### src/rtl/spmv_row_accumulator.sv
// Per-row reduction of a row-tagged product stream into one (row, sum) result per matrix row.
// Optional macro SPMV_ACC_SATURATE_EN: clamp the accumulator on signed overflow instead of wrapping.
module spmv_row_accumulator #(
  parameter int LENGTH     = 16,
  parameter int DATA_WIDTH = 32,
  parameter int ACC_WIDTH  = 2*DATA_WIDTH,
  parameter int ADDR_WIDTH = $clog2(LENGTH)
) (
  input  logic                  clk,
  input  logic                  rst_n,
  input  logic                  start,
  input  logic                  flush,
  input  logic                  in_valid,
  output logic                  in_ready,
  input  logic [ACC_WIDTH-1:0]  in_data,
  input  logic [ADDR_WIDTH-1:0] in_row,
  input  logic                  in_last,
  output logic                  out_valid,
  input  logic                  out_ready,
  output logic [ADDR_WIDTH-1:0] out_addr,
  output logic [ACC_WIDTH-1:0]  out_data,
  output logic                  out_last,
  output logic                  done,
  output logic                  err
);

  // state | meaning
  // IDLE  | waiting for start
  // ACC   | accumulating beats of cur_row, emitting gap rows when the row index jumps
  // TAIL  | input finished, emitting cur_row..LENGTH-1
  // DRAIN | waiting for the out_last handshake
  typedef enum logic [1:0] {IDLE, ACC, TAIL, DRAIN} state_t;

  localparam logic [ADDR_WIDTH-1:0] LAST_ROW = ADDR_WIDTH'(LENGTH-1);

  state_t                state;
  logic [ADDR_WIDTH-1:0] cur_row;
  logic [ACC_WIDTH-1:0]  acc;
  logic [ACC_WIDTH-1:0]  sum_wrap;
  logic [ACC_WIDTH-1:0]  acc_next;
  logic                  slot_free;

  assign slot_free = !out_valid || out_ready;
  assign sum_wrap  = acc + in_data;

`ifdef SPMV_ACC_SATURATE_EN
  logic ovf;
  assign ovf      = (acc[ACC_WIDTH-1] == in_data[ACC_WIDTH-1]) &&
                    (sum_wrap[ACC_WIDTH-1] != acc[ACC_WIDTH-1]);
  assign acc_next = !ovf ? sum_wrap :
                    acc[ACC_WIDTH-1] ? {1'b1, {(ACC_WIDTH-1){1'b0}}}
                                     : {1'b0, {(ACC_WIDTH-1){1'b1}}};
`else
  assign acc_next = sum_wrap;
`endif

  // Matching beats are summed; backward beats are taken and dropped.
  assign in_ready = (state == ACC) && !flush && in_valid && (in_row <= cur_row);

  always_ff @(posedge clk) begin
    if (!rst_n) begin
      state     <= IDLE;
      cur_row   <= '0;
      acc       <= '0;
      out_valid <= 1'b0;
      out_addr  <= '0;
      out_data  <= '0;
      out_last  <= 1'b0;
      done      <= 1'b0;
      err       <= 1'b0;
    end else begin
      done <= 1'b0;
      if (out_valid && out_ready) begin
        out_valid <= 1'b0;
        out_last  <= 1'b0;
      end
      case (state)
        IDLE: begin
          if (start) begin
            cur_row <= '0;
            acc     <= '0;
            err     <= 1'b0;
            state   <= ACC;
          end
        end
        ACC: begin
          if (flush) begin
            state <= TAIL;
          end else if (in_valid) begin
            if (in_row == cur_row) begin
              acc <= acc_next;
              if (in_last) state <= TAIL;
            end else if (in_row < cur_row) begin
              err <= 1'b1;
              // a dropped final beat still ends the input so the pass completes
              if (in_last) state <= TAIL;
            end else if (slot_free) begin
              out_valid <= 1'b1;
              out_addr  <= cur_row;
              out_data  <= acc;
              out_last  <= 1'b0;
              cur_row   <= cur_row + 1'b1;
              acc       <= '0;
            end
          end
        end
        TAIL: begin
          if (slot_free) begin
            out_valid <= 1'b1;
            out_addr  <= cur_row;
            out_data  <= acc;
            out_last  <= (cur_row == LAST_ROW);
            if (cur_row == LAST_ROW) begin
              state <= DRAIN;
            end else begin
              cur_row <= cur_row + 1'b1;
              acc     <= '0;
            end
          end
        end
        DRAIN: begin
          if (out_valid && out_ready && out_last) begin
            done  <= 1'b1;
            state <= IDLE;
          end
        end
        default: state <= IDLE;
      endcase
    end
  end

endmodule

### config.mk
export PLATFORM = sky130hd
export DESIGN_NAME = spmv_row_accumulator
export DESIGN_NICKNAME = d
export VERILOG_FILES = /design/src/rtl/spmv_row_accumulator.sv
export SDC_FILE = /design/constraint.sdc
export NUM_CORES = 1
export LEC_CHECK = 0
export ABC_AREA = 1
export CAP_MARGIN = 20
export CORE_MARGIN = 1.5
export CORE_UTILIZATION = 40
export DETAILED_ROUTE_END_ITERATION = 12
export DONT_BUFFER_PORTS = 1
export GPL_ROUTABILITY_DRIVEN = 0
export PLACE_DENSITY_LB_ADDON = 0.05
export SYNTH_ARGS = -nofsm -noshare
export SYNTH_HDL_FRONTEND = slang
export SYNTH_SLANG_ARGS = --single-unit
### constraint.sdc
create_clock -name clk -period 2.4 [get_ports clk]
set_input_delay 0.36 -clock clk [delete_from_list [all_inputs] [get_ports clk]]
set_output_delay 0.36 -clock clk [all_outputs]
set_load 0.03 [all_outputs]
==> reports/results.ini, run 1 <==
[outcome]
status=finished, final reports clean

[synth]
synth_area_sq_um=11000
synth_area_leader_cell=dfxtp_1
synthDistinctLibCells=40
synth_area_leaders=dfxtp_1 (26%), nand2_1 (24%), inv_1 (12%), nor2_1 (8.2%), ha_1 (8.2%)
syn-num-nets=2096
ys_seq_area_share_pct=25.8
yosysWarnings=0
yosysTopAreaCellShare_pct=25.8
synth-seq-cells=142
syn_inst=1948
syn_avg_cell_area_sq_um=5.66

[power_and_ir_drop]
pwr-share-seq_pct=40.9
power_frac_clock_pct=25.6
cellPowerDensity_nw_per_um2=845
p_leak_nw=6.79
internal-power_mw=5.71
switchingPower_mw=5.11
total_power_mw=10.8
combPwrFrac_pct=33.5
p_sw_share_pct=47.2
ir_drop_v=0.000800

[timing]
setup_viol=0
fin_skew_ns=0.0155
post-route-period-util_pct=94.9
period_needed_ns=2.28
fmax_mhz=439
hold_violations=0
relSlewSlack_pct=64.7
max_slew.worst_pin.slew_ns=0.530
drv_slew=0

[die]
ios=148
start_util_pct=40.8
fp.dieW_um=169
core-area_sq_um=27000
die_h_um=169
core.rowCount=60
dieArea_sq_um=28600

[finish]
num_antenna_cells=0
nFillCells=2997
layout-drive-gt1-share_pct=10.5
regArea_sq_um=2840
nets=2176
multi_input_area_sq_um=6820
stdcell_count=2382
synthToLayoutAreaGrowth_pct=16.1

[routing]
antenna_left=0
vias=11652
drc_errors=0
via_per_inst=4.89
drt_iter0_markers=682
dr.pass1.iters=5
routed_wl_um=37600
avgRoutedWirePerCell_um=15.8

[setup_path]
crit_buf_inv=0
worstSetupPathType=reg -> reg
arrival_ns=2.57
rrSetupSlack_ns=0.12
cp.required_ns=2.70
start_kind=flip-flop
worst_path_most_repeated_cell=nand2_1
max_stage_delay_ns=0.38
critPathTopFamily=simple AND/OR/NAND/NOR gates
worst-path-max-fanout=5
cp-end-kind=flip-flop
path_cells=ha_1, nand2_1, nor2_1, nand2_1, nor2_1, nand2_1, nand3_1, nand2_1, nand3_1, nand2_1, nand3_1, a21oi_1
critPathSlowestCell=ha_1

[grt]
track_usage_pct=26.6
grt_antenna_before_repair=0
grt_pass1_vias=11024
grt_pass1_wl_um=59000
gr-total-overflow=0
grt_max_degree=73

[cts]
cts_max_level=4
tritoncts=yes
clkSinkCount=142
cts_buffer_depth=2
hold_buffers=0
clock_latency_ns=0.44
cts_root_buffer=clkbuf_16
cts_buffers=17
clk_pin_slew_worst_paths_ns=0.08

[run]
drv_cap=0

[placement]
portBuffers=0
dp_hpwl_um=29500
post-place-cells=2349

[min_path]
hold_path_class=in -> reg

-- power by group through the flow --
stage | registers, mW | logic, mW | clock network [mW]
global route | 4.51 | 4.17 | 2.93
detailed placement | 4.49 | 3.65 | 0
global placement | 4.47 | 3.61 | 0
CTS | 4.43 | 3.66 | 2.83
floorplan | 4.38 | 2.61 | 0
finish | 4.42 | 3.63 | 2.77
-- logic make-up (layout without fill, tap and decap cells) --
group	count (synthesis)	in the layout	share of synthesized area, %
AND/OR/NAND/NOR	1122	1122	41.2
buffers and inverters	388	481	13.8
AO/OA/AOI/OAI	215	215	10.3
flip-flops	142	142	25.8
adder cells (fa/ha/maj)	73	73	8.36
XOR/XNOR	8	8	0.636
-- metal layers --
| metal | up-vias | global-route usage (%) | routed length [um] |
|---|---|---|---|
| li1 | 6149 | - | - |
| met1 | 5127 | 35.2 | 17900 |
| met2 | 324 | 44.1 | 16800 |
| met3 | 52 | 4.30 | 2000 |
| met4 | 0 | 8.62 | 901 |
| met5 | - | 0 | 0 |
-- cells in the final DEF (no fill, tap or decap), types with 3 or more instances in the layout --
cell type / n
dfxtp_1: 141
xor2_1: 7
a21oi_1: 109
o21ai_0: 78
a211oi_1: 4
nor3_1: 19
nand3_2: 3
clkbuf_16: 17
nand2_2: 18
nor2_2: 10
inv_1: 344
or2_2: 24
ha_1: 70
inv_8: 3
a21oi_2: 8
o21ai_1: 4
nor2_1: 233
buf_4: 97
nand2_1: 676
inv_6: 6
nand3_1: 111
o21bai_1: 3
nand3b_1: 6
buf_12: 5
nand4_1: 9
-- synth_stat cells (all sizes together) --
cell / number
a21oi: 117
and2: 1
a21boi: 1
nand3b: 6
a21o: 2
a211oi: 4
nor3b: 2
nand3: 115
xnor2: 1
xor2: 7
o21ai: 84
nand4: 9
clkinv: 1
or2: 24
o21bai: 4
nor3: 22
inv: 346
o211a: 1
nand2: 696
a41oi: 1
a221oi: 1
ha: 72
clkbuf: 22
nor4: 3
fa: 1
nor2: 243
and3: 1
buf: 19
dfxtp: 142
-- final cells by class --
class	count	area share [%]
timing repair buffer	102	6.47
inverter	347	10.2
clock inverter	14	1.13
sequential	142	22.2
multi-input combinational	1418	53.3
clock buffer	18	3.35
tap	341	3.33
-- sequential cells by signal, summed over array words and instances, names as in the netlist --
name	cells
done	1
err	1
cur_row	4
state	2
out_last	1
acc	64
out_valid	1
out_addr	4
out_data	64
-- stage by stage --
stage	setup WS [ns]	instance area [sq um]	hold slack, ns	TNS (ns)	util (%)
3_3_place_gp	-0.0840	12100	0.464	-0.259	44.6
3_5_place_dp	-0.0847	12100	0.472	-0.291	44.6
2_1_floorplan	0.296	11000	0.448	0	-
4_1_cts	0.00866	12600	0.0460	0	46.8
5_1_grt	-0.0124	12800	0.0432	-0.0380	47.4
6_report	0.124	12800	0.0577	0	47.4
-- final timing paths --
path	startpoint	to	depth (start not counted)
worst min-delay path	rst_n	out_data[6]	2
worst max-delay path	acc[21]	acc[54]	12
worst min register to register	acc[0]	acc[0]	2
worst max register to register	acc[21]	acc[54]	12
-- worst reg2reg max path: cells and delay by family, from the launching register on --
family | cells | cell delay, ns
flip-flops | 1 | 0.34
adder cells (fa/ha/maj) | 1 | 0.38
AND/OR/NAND/NOR | 10 | 1.33
AO/OA/AOI/OAI | 1 | 0.08
-- timing repair --
item                                    CTS  global route
endpoints found under the setup margin    7            30
gates resized for setup                   6            42
pin swaps                                 0             2
buffers inserted                          0             1
hold endpoints to repair                  0             0
gates cloned                              0             0
No activity file was read; power rests on OpenSTA's default activity.
==> run 2: changes to the inputs <==
==> constraint.sdc (replaced) <==
create_clock -name clk -period 2.2 [get_ports clk]
set_input_delay 0.33 -clock clk [delete_from_list [all_inputs] [get_ports clk]]
set_output_delay 0.33 -clock clk [all_outputs]
set_load 0.03 [all_outputs]
==> run 2 against run 1 <==
Sequential power is 8.8% higher. First-iteration DRC count down 4.4%. Flip-flop and latch count unchanged. Sequential share of layout area decreased by 1.8 points. Critical path depth shrank 1. Register-to-register slack lost 0.04 ns. Via count is 0.57% higher.
==> reports/results.ini, run 2 (synthesized netlist as in run 1, its figures left out) <==
[outcome]
status=finished, final reports clean  ; unchanged

[setup_path]
reg2reg_from=acc[15]  ; was acc[21]
rr_worst_depth=11  ; was 12
crit_buf_inv=2  ; was 0
path_cells=ha_4, nand2_2, inv_1, nand2_1, nand2_1, a21oi_1, nand2_2, buf_4, or2_2, nand3_1, a21oi_1  ; was ha_1, nand2_1, nor2_1, nand2_1, nor2_1, nand2_1, nand3_1, nand2_1, nand3_1, nand2_1, nand3_1, a21oi_1
endpoint=acc[16]  ; was acc[54]
cp-startpoint=acc[15]  ; was acc[21]
cp.required_ns=2.50  ; was 2.70 ns
worstSetupPathType=reg -> reg  ; unchanged
critPathTopFamily=simple AND/OR/NAND/NOR gates  ; unchanged
max_stage_delay_ns=0.37  ; was 0.38 ns
rrSetupSlack_ns=0.08  ; was 0.12 ns
critPathSlowestCell=dfxtp_1  ; was ha_1
crit_cells=11  ; was 12
worst-path-max-fanout=4  ; was 5
rr_endpoint=acc[16]  ; was acc[54]
arrival_ns=2.41  ; was 2.57 ns
start_kind=flip-flop  ; unchanged
cp-end-kind=flip-flop  ; unchanged

[grt]
grt_pass1_wl_um=58000  ; was 59000 um
grt_pass1_vias=10864  ; was 11024
gr-total-overflow=0  ; unchanged
grt_max_degree=73  ; unchanged
grt_antenna_before_repair=0  ; unchanged
track_usage_pct=26.0  ; was 26.6%

[placement]
post-place-cells=2365  ; was 2349
dp_hpwl_um=29000  ; was 29500 um
portBuffers=0  ; unchanged
placed_cell_area_sq_um=12200  ; was 12100 sq um

[routing]
routed_wl_um=37500  ; was 37600 um
dr.pass1.iters=5  ; unchanged
avgRoutedWirePerCell_um=15.6  ; was 15.8 um
antenna_left=0  ; unchanged
via_per_inst=4.86  ; was 4.89
vias=11718  ; was 11652
drc_errors=0  ; unchanged
drt_iter0_markers=652  ; was 682

[power_and_ir_drop]
total_power_mw=12.2  ; was 10.8 mW
p_leak_nw=6.99  ; was 6.79 nW
cellPowerDensity_nw_per_um2=873  ; was 845 nW/um^2
ir_drop_v=0.000623  ; was 0.000800 V

[cts]
clock_latency_ns=0.44  ; about the same
cts_max_level=4  ; unchanged
tritoncts=yes  ; unchanged
cts_buffer_depth=2  ; unchanged
cts_root_buffer=clkbuf_16  ; unchanged
cts_buffers=17  ; unchanged
clk_pin_slew_worst_paths_ns=0.08  ; about the same
clkSinkCount=142  ; unchanged

[die]
dieArea_sq_um=28600  ; unchanged
start_util_pct=40.8  ; unchanged
core-area_sq_um=27000  ; unchanged
ios=148  ; unchanged
core.rowCount=60  ; unchanged
fp.dieW_um=169  ; unchanged
die_h_um=169  ; unchanged

[finish]
final_util_pct=51.6  ; was 47.4%
stdcell_count=2409  ; was 2382
mostFrequentLayoutCell=nand2_1  ; unchanged
final_cell_mix=nand2_1 (658), inv_1 (339), nor2_1 (205)  ; was nand2_1 (676), inv_1 (344), nor2_1 (233)
largestRegisters=acc (64), out_data (64)  ; unchanged
num_antenna_cells=0  ; unchanged
nets=2203  ; was 2176
layout-drive-gt1-share_pct=18.1  ; was 10.5%
synthToLayoutAreaGrowth_pct=26.5  ; was 16.1%
fin_area_sq_um=13900  ; was 12800 sq um

[timing]
drv_slew=0  ; unchanged
post-route-period-util_pct=96.2  ; was 94.9%
rsz0062_at_grt=true
max_slew.worst_pin.slew_ns=0.498  ; was 0.530 ns
relSlewSlack_pct=66.8  ; was 64.7%
period_needed_ns=2.12  ; was 2.28 ns
fin_skew_ns=0.0142  ; was 0.0155 ns
hold_violations=0  ; unchanged
setup_viol=0  ; unchanged
fmax_mhz=472  ; was 439 MHz

[run]
drv_cap=0  ; unchanged

[min_path]
hold_path_class=in -> reg  ; unchanged

## run 2: cell count changes in the layout (fill, tap and decap cells not counted), sizes merged
| cell | change |
|---|---|
| clkinv | -1 |
| clkinvlp | +1 |
| clkbuf | +1 |
| buf | +26 |
## run 2: timing repair
| item | CTS | global route |
|---|---|---|
| gates resized for setup | 26 | 174 |
| cloned | 0 | 1 |
| hold endpoints to repair | 0 | 0 |
| endpoints found under the setup margin | 40 | 68 |
| hold buffers | 0 | 0 |
| pin swaps | 6 | 14 |
| setup buffers | 5 | 6 |
## run 2: metal layers
layer  track usage [%]  share of wire, %  vias to the layer above
li1                  -                 -                     6192
met1              35.0                47                     5183
met2              42.7                45                      295
met3              4.35               5.8                       48
met4              7.58               2.2                        0
met5                 0                 0                        -
## run 2: stage by stage
stage | TNS (ns) | hold slack (ns) | worst slack [ns]
2_1_floorplan | 0 | 0.448 | 0.126
3_3_place_gp | -1.49 | 0.463 | -0.183
3_5_place_dp | -2.40 | 0.471 | -0.201
4_1_cts | -0.0101 | 0.0178 | -0.0101
5_1_grt | -0.101 | 0.0175 | -0.0251
6_report | 0 | 0.0193 | 0.0828
## run 2: how the worst min path moves through the flow
stage,slack [ns],cells past startpoint,start,to
6_report,0.02,2,rst_n,out_data[8]
5_1_grt,0.02,2,rst_n,out_addr[2]
4_1_cts,0.02,2,rst_n,out_addr[3]
3_5_place_dp,0.47,2,acc[5],acc[5]
3_3_place_gp,0.46,2,acc[0],acc[0]
2_1_floorplan,0.45,2,acc[2],out_data[2]
## run 2: power breakdown
part / switching (mW) / total [mW] / internal (mW)
clock network: 1.43 / 3.06 / 1.64
logic: 2.69 / 4.30 / 1.61
registers: 1.56 / 4.81 / 3.25
total: 5.67 / 12.2 / 6.51
## run 2: final cells by class
cell class	instances	area [sq um]
flip-flops and latches	142	2850
well taps	341	427
clock buffers	18	439
fillers	2906	13100
repair buffers	129	1130
clock inverters	14	146
multi-input cells	1418	7650
inverters	347	1310
==> run 3: changes to the inputs <==
--- a/config.mk
+++ b/config.mk
@@ -8,7 +8,7 @@
 export ABC_AREA = 1
 export CAP_MARGIN = 20
 export CORE_MARGIN = 1.5
-export CORE_UTILIZATION = 40
+export CORE_UTILIZATION = 60
 export DETAILED_ROUTE_END_ITERATION = 12
 export DONT_BUFFER_PORTS = 1
 export GPL_ROUTABILITY_DRIVEN = 0
==> run 3 against run 2 <==
Register-to-register slack lost 0.04 ns. Clock power is essentially flat. Clock-buffer cell count grew 2. Die area shrank 33%. Routed wire length shrank 2.9%. Power grew 2.5%. First-iteration DRC count grew 59%. Critical path type unchanged. Combinational power grew 6.5%. Hold slack lost 0.0027 ns.
==> reports/results.ini, run 3 (synthesized netlist as in run 1, its figures left out) <==
[outcome]
status=finished, final reports clean  ; unchanged

[grt]
gr-total-overflow=0  ; unchanged
grt_pass1_wl_um=55000  ; was 58000 um
grt_antenna_before_repair=0  ; unchanged
grt_max_degree=73  ; unchanged
track_usage_pct=35.5  ; was 26.0%
grt_pass1_vias=11221  ; was 10864

[timing]
fmax_mhz=463  ; was 472 MHz
relSlewSlack_pct=64.2  ; was 66.8%
max_slew.worst_pin.slew_ns=0.536  ; was 0.498 ns
hold-worst-slack_ns=0.0166  ; was 0.0193 ns
post-route-period-util_pct=98.2  ; was 96.2%
hold_violations=0  ; unchanged
drv_slew=0  ; unchanged
period_needed_ns=2.16  ; was 2.12 ns
setup_viol=0  ; unchanged
fin_skew_ns=0.0103  ; was 0.0142 ns
rsz0062_at_grt=true  ; unchanged

[die]
ios=148  ; unchanged
core-area_sq_um=18000  ; was 27000 sq um
die_h_um=139  ; was 169 um
fp.dieW_um=139  ; was 169 um
core.rowCount=49  ; was 60
start_util_pct=61.4  ; was 40.8%
dieArea_sq_um=19200  ; was 28600 sq um

[cts]
cts_max_level=4  ; unchanged
clock_latency_ns=0.45  ; was 0.44 ns
cts_root_buffer=clkbuf_16  ; unchanged
clkSinkCount=142  ; unchanged
tritoncts=yes  ; unchanged
cts_buffer_depth=2  ; unchanged
hold_buffers=0  ; unchanged
cts_buffers=17  ; unchanged
clk_pin_slew_worst_paths_ns=0.07  ; was 0.08 ns

[finish]
num_antenna_cells=0  ; unchanged
synthToLayoutAreaGrowth_pct=22.5  ; was 26.5%
final_cell_mix=nand2_1 (654), inv_1 (338), nor2_1 (208)  ; was nand2_1 (658), inv_1 (339), nor2_1 (205)
final_util_pct=75.1  ; was 51.6%
nets=2181  ; was 2203
fin_area_sq_um=13500  ; was 13900 sq um
regArea_sq_um=2860  ; was 2850 sq um
multi_input_area_sq_um=7460  ; was 7650 sq um
largestRegisters=acc (64), out_data (64)  ; unchanged
stdcell_count=2275  ; was 2409
nFillCells=1544  ; was 2906
layout-drive-gt1-share_pct=16.3  ; was 18.1%
mostFrequentLayoutCell=nand2_1  ; unchanged

[routing]
drt_iter0_markers=1039  ; was 652
vias=12414  ; was 11718
avgRoutedWirePerCell_um=16.0  ; was 15.6 um
via_per_inst=5.46  ; was 4.86
dr.pass1.iters=6  ; was 5
drc_errors=0  ; unchanged
antenna_left=0  ; unchanged
routed_wl_um=36400  ; was 37500 um

[power_and_ir_drop]
power_frac_clock_pct=24.6  ; was 25.1%
internal-power_mw=6.74  ; was 6.51 mW
combPwrFrac_pct=36.7  ; was 35.3%
switchingPower_mw=5.74  ; was 5.67 mW
ir_drop_v=0.00130  ; was 0.000623 V
pwr-share-seq_pct=38.7  ; was 39.5%
p_leak_nw=6.92  ; was 6.99 nW
cellPowerDensity_nw_per_um2=925  ; was 873 nW/um^2
total_power_mw=12.5  ; was 12.2 mW
p_sw_share_pct=46.0  ; was 46.6%

[placement]
dp_hpwl_um=26100  ; was 29000 um
post-place-cells=2226  ; was 2365
portBuffers=0  ; unchanged
placed_cell_area_sq_um=11900  ; was 12200 sq um

[setup_path]
arrival_ns=2.54  ; was 2.41 ns
worstSetupPathType=reg -> reg  ; unchanged
path_cells=buf_4, ha_1, nand3_1, a21oi_2, nor2_2, nand2_2, nor3_4, buf_4, buf_12, clkbuf_16, nand3_1, a21oi_1  ; was ha_4, nand2_2, inv_1, nand2_1, nand2_1, a21oi_1, nand2_2, buf_4, or2_2, nand3_1, a21oi_1
critPathTopFamily=simple AND/OR/NAND/NOR gates  ; unchanged
start_kind=flip-flop  ; unchanged
max_stage_delay_ns=0.33  ; was 0.37 ns
worst-path-max-fanout=15  ; was 4
critPathSlowestCell=dfxtp_2  ; was dfxtp_1
cp.required_ns=2.58  ; was 2.50 ns
cp-end-kind=flip-flop  ; unchanged
crit_buf_inv=4  ; was 2

[min_path]
hold_path_class=in -> reg  ; unchanged

[run]
drv_cap=0  ; unchanged

[run 3: cell count changes in the layout (fill, tap and decap cells not counted), moves of 4 or more]
cell     delta
a21oi_2     -7
nand3_2     -6
nand2_2     +4
nand2_1     -4
ha_4       -14
ha_1       +14
a21oi_1     +7
buf_4      -23
[run 3: layer usage]
metal  global-route usage [%]  wire length, um
met1                     44.8            15300
met2                     58.5            16600
met3                     6.60             2870
met4                     17.5             1760
met5                        0                0
[run 3: layout make-up]
| class | count | area share [%] |
|---|---|---|
| multi-input combinational | 1418 | 55.3 |
| inverter | 347 | 9.70 |
| clock inverter | 12 | 1.11 |
| timing repair buffer | 107 | 7.23 |
| sequential | 142 | 21.2 |
| clock buffer | 20 | 3.38 |
| tap | 229 | 2.12 |
[run 3: final timing paths]
path / startpoint / to / slack, ns / depth (start not counted)
max: cur_row[1] / acc[57] / 0.04 / 12
min: rst_n / out_data[21] / 0.02 / 2
max reg2reg: cur_row[1] / acc[57] / 0.04 / 12
min reg2reg: acc[20] / acc[20] / 0.48 / 2
[run 3: worst reg2reg max path, delay by kind of cell (launching register included)]
| family | cells | cell delay [ns] |
|---|---|---|
| AND/OR/NAND/NOR | 5 | 0.75 |
| AO/OA/AOI/OAI | 2 | 0.23 |
| flip-flops | 1 | 0.33 |
| buffers and inverters | 4 | 0.59 |
| adder cells (fa/ha/maj) | 1 | 0.19 |
[run 3: through the flow]
stage | worst slack, ns | TNS, ns
after detailed placement | -0.108 | -0.449
after floorplan | 0.126 | 0
final | 0.0399 | 0
after CTS | 0.00820 | 0
after global placement | -0.0873 | -0.288
after global routing | -0.0652 | -0.518
[run 3: what timing repair did]
item,4_1_cts,5_1_grt
gates resized for setup,17,166
buffers inserted,4,11
pin swaps,1,18
endpoints found under the setup margin,25,120
gates cloned,0,3
[run 3: power groups by stage]
stage | clock (mW) | sequential (mW) | combinational, mW
CTS | 3.07 | 4.83 | 3.95
global placement | 0 | 4.87 | 3.77
detailed placement | 0 | 4.88 | 3.89
floorplan | 0 | 4.78 | 2.85
finish | 3.07 | 4.83 | 4.58
global route | 3.16 | 4.91 | 5.06
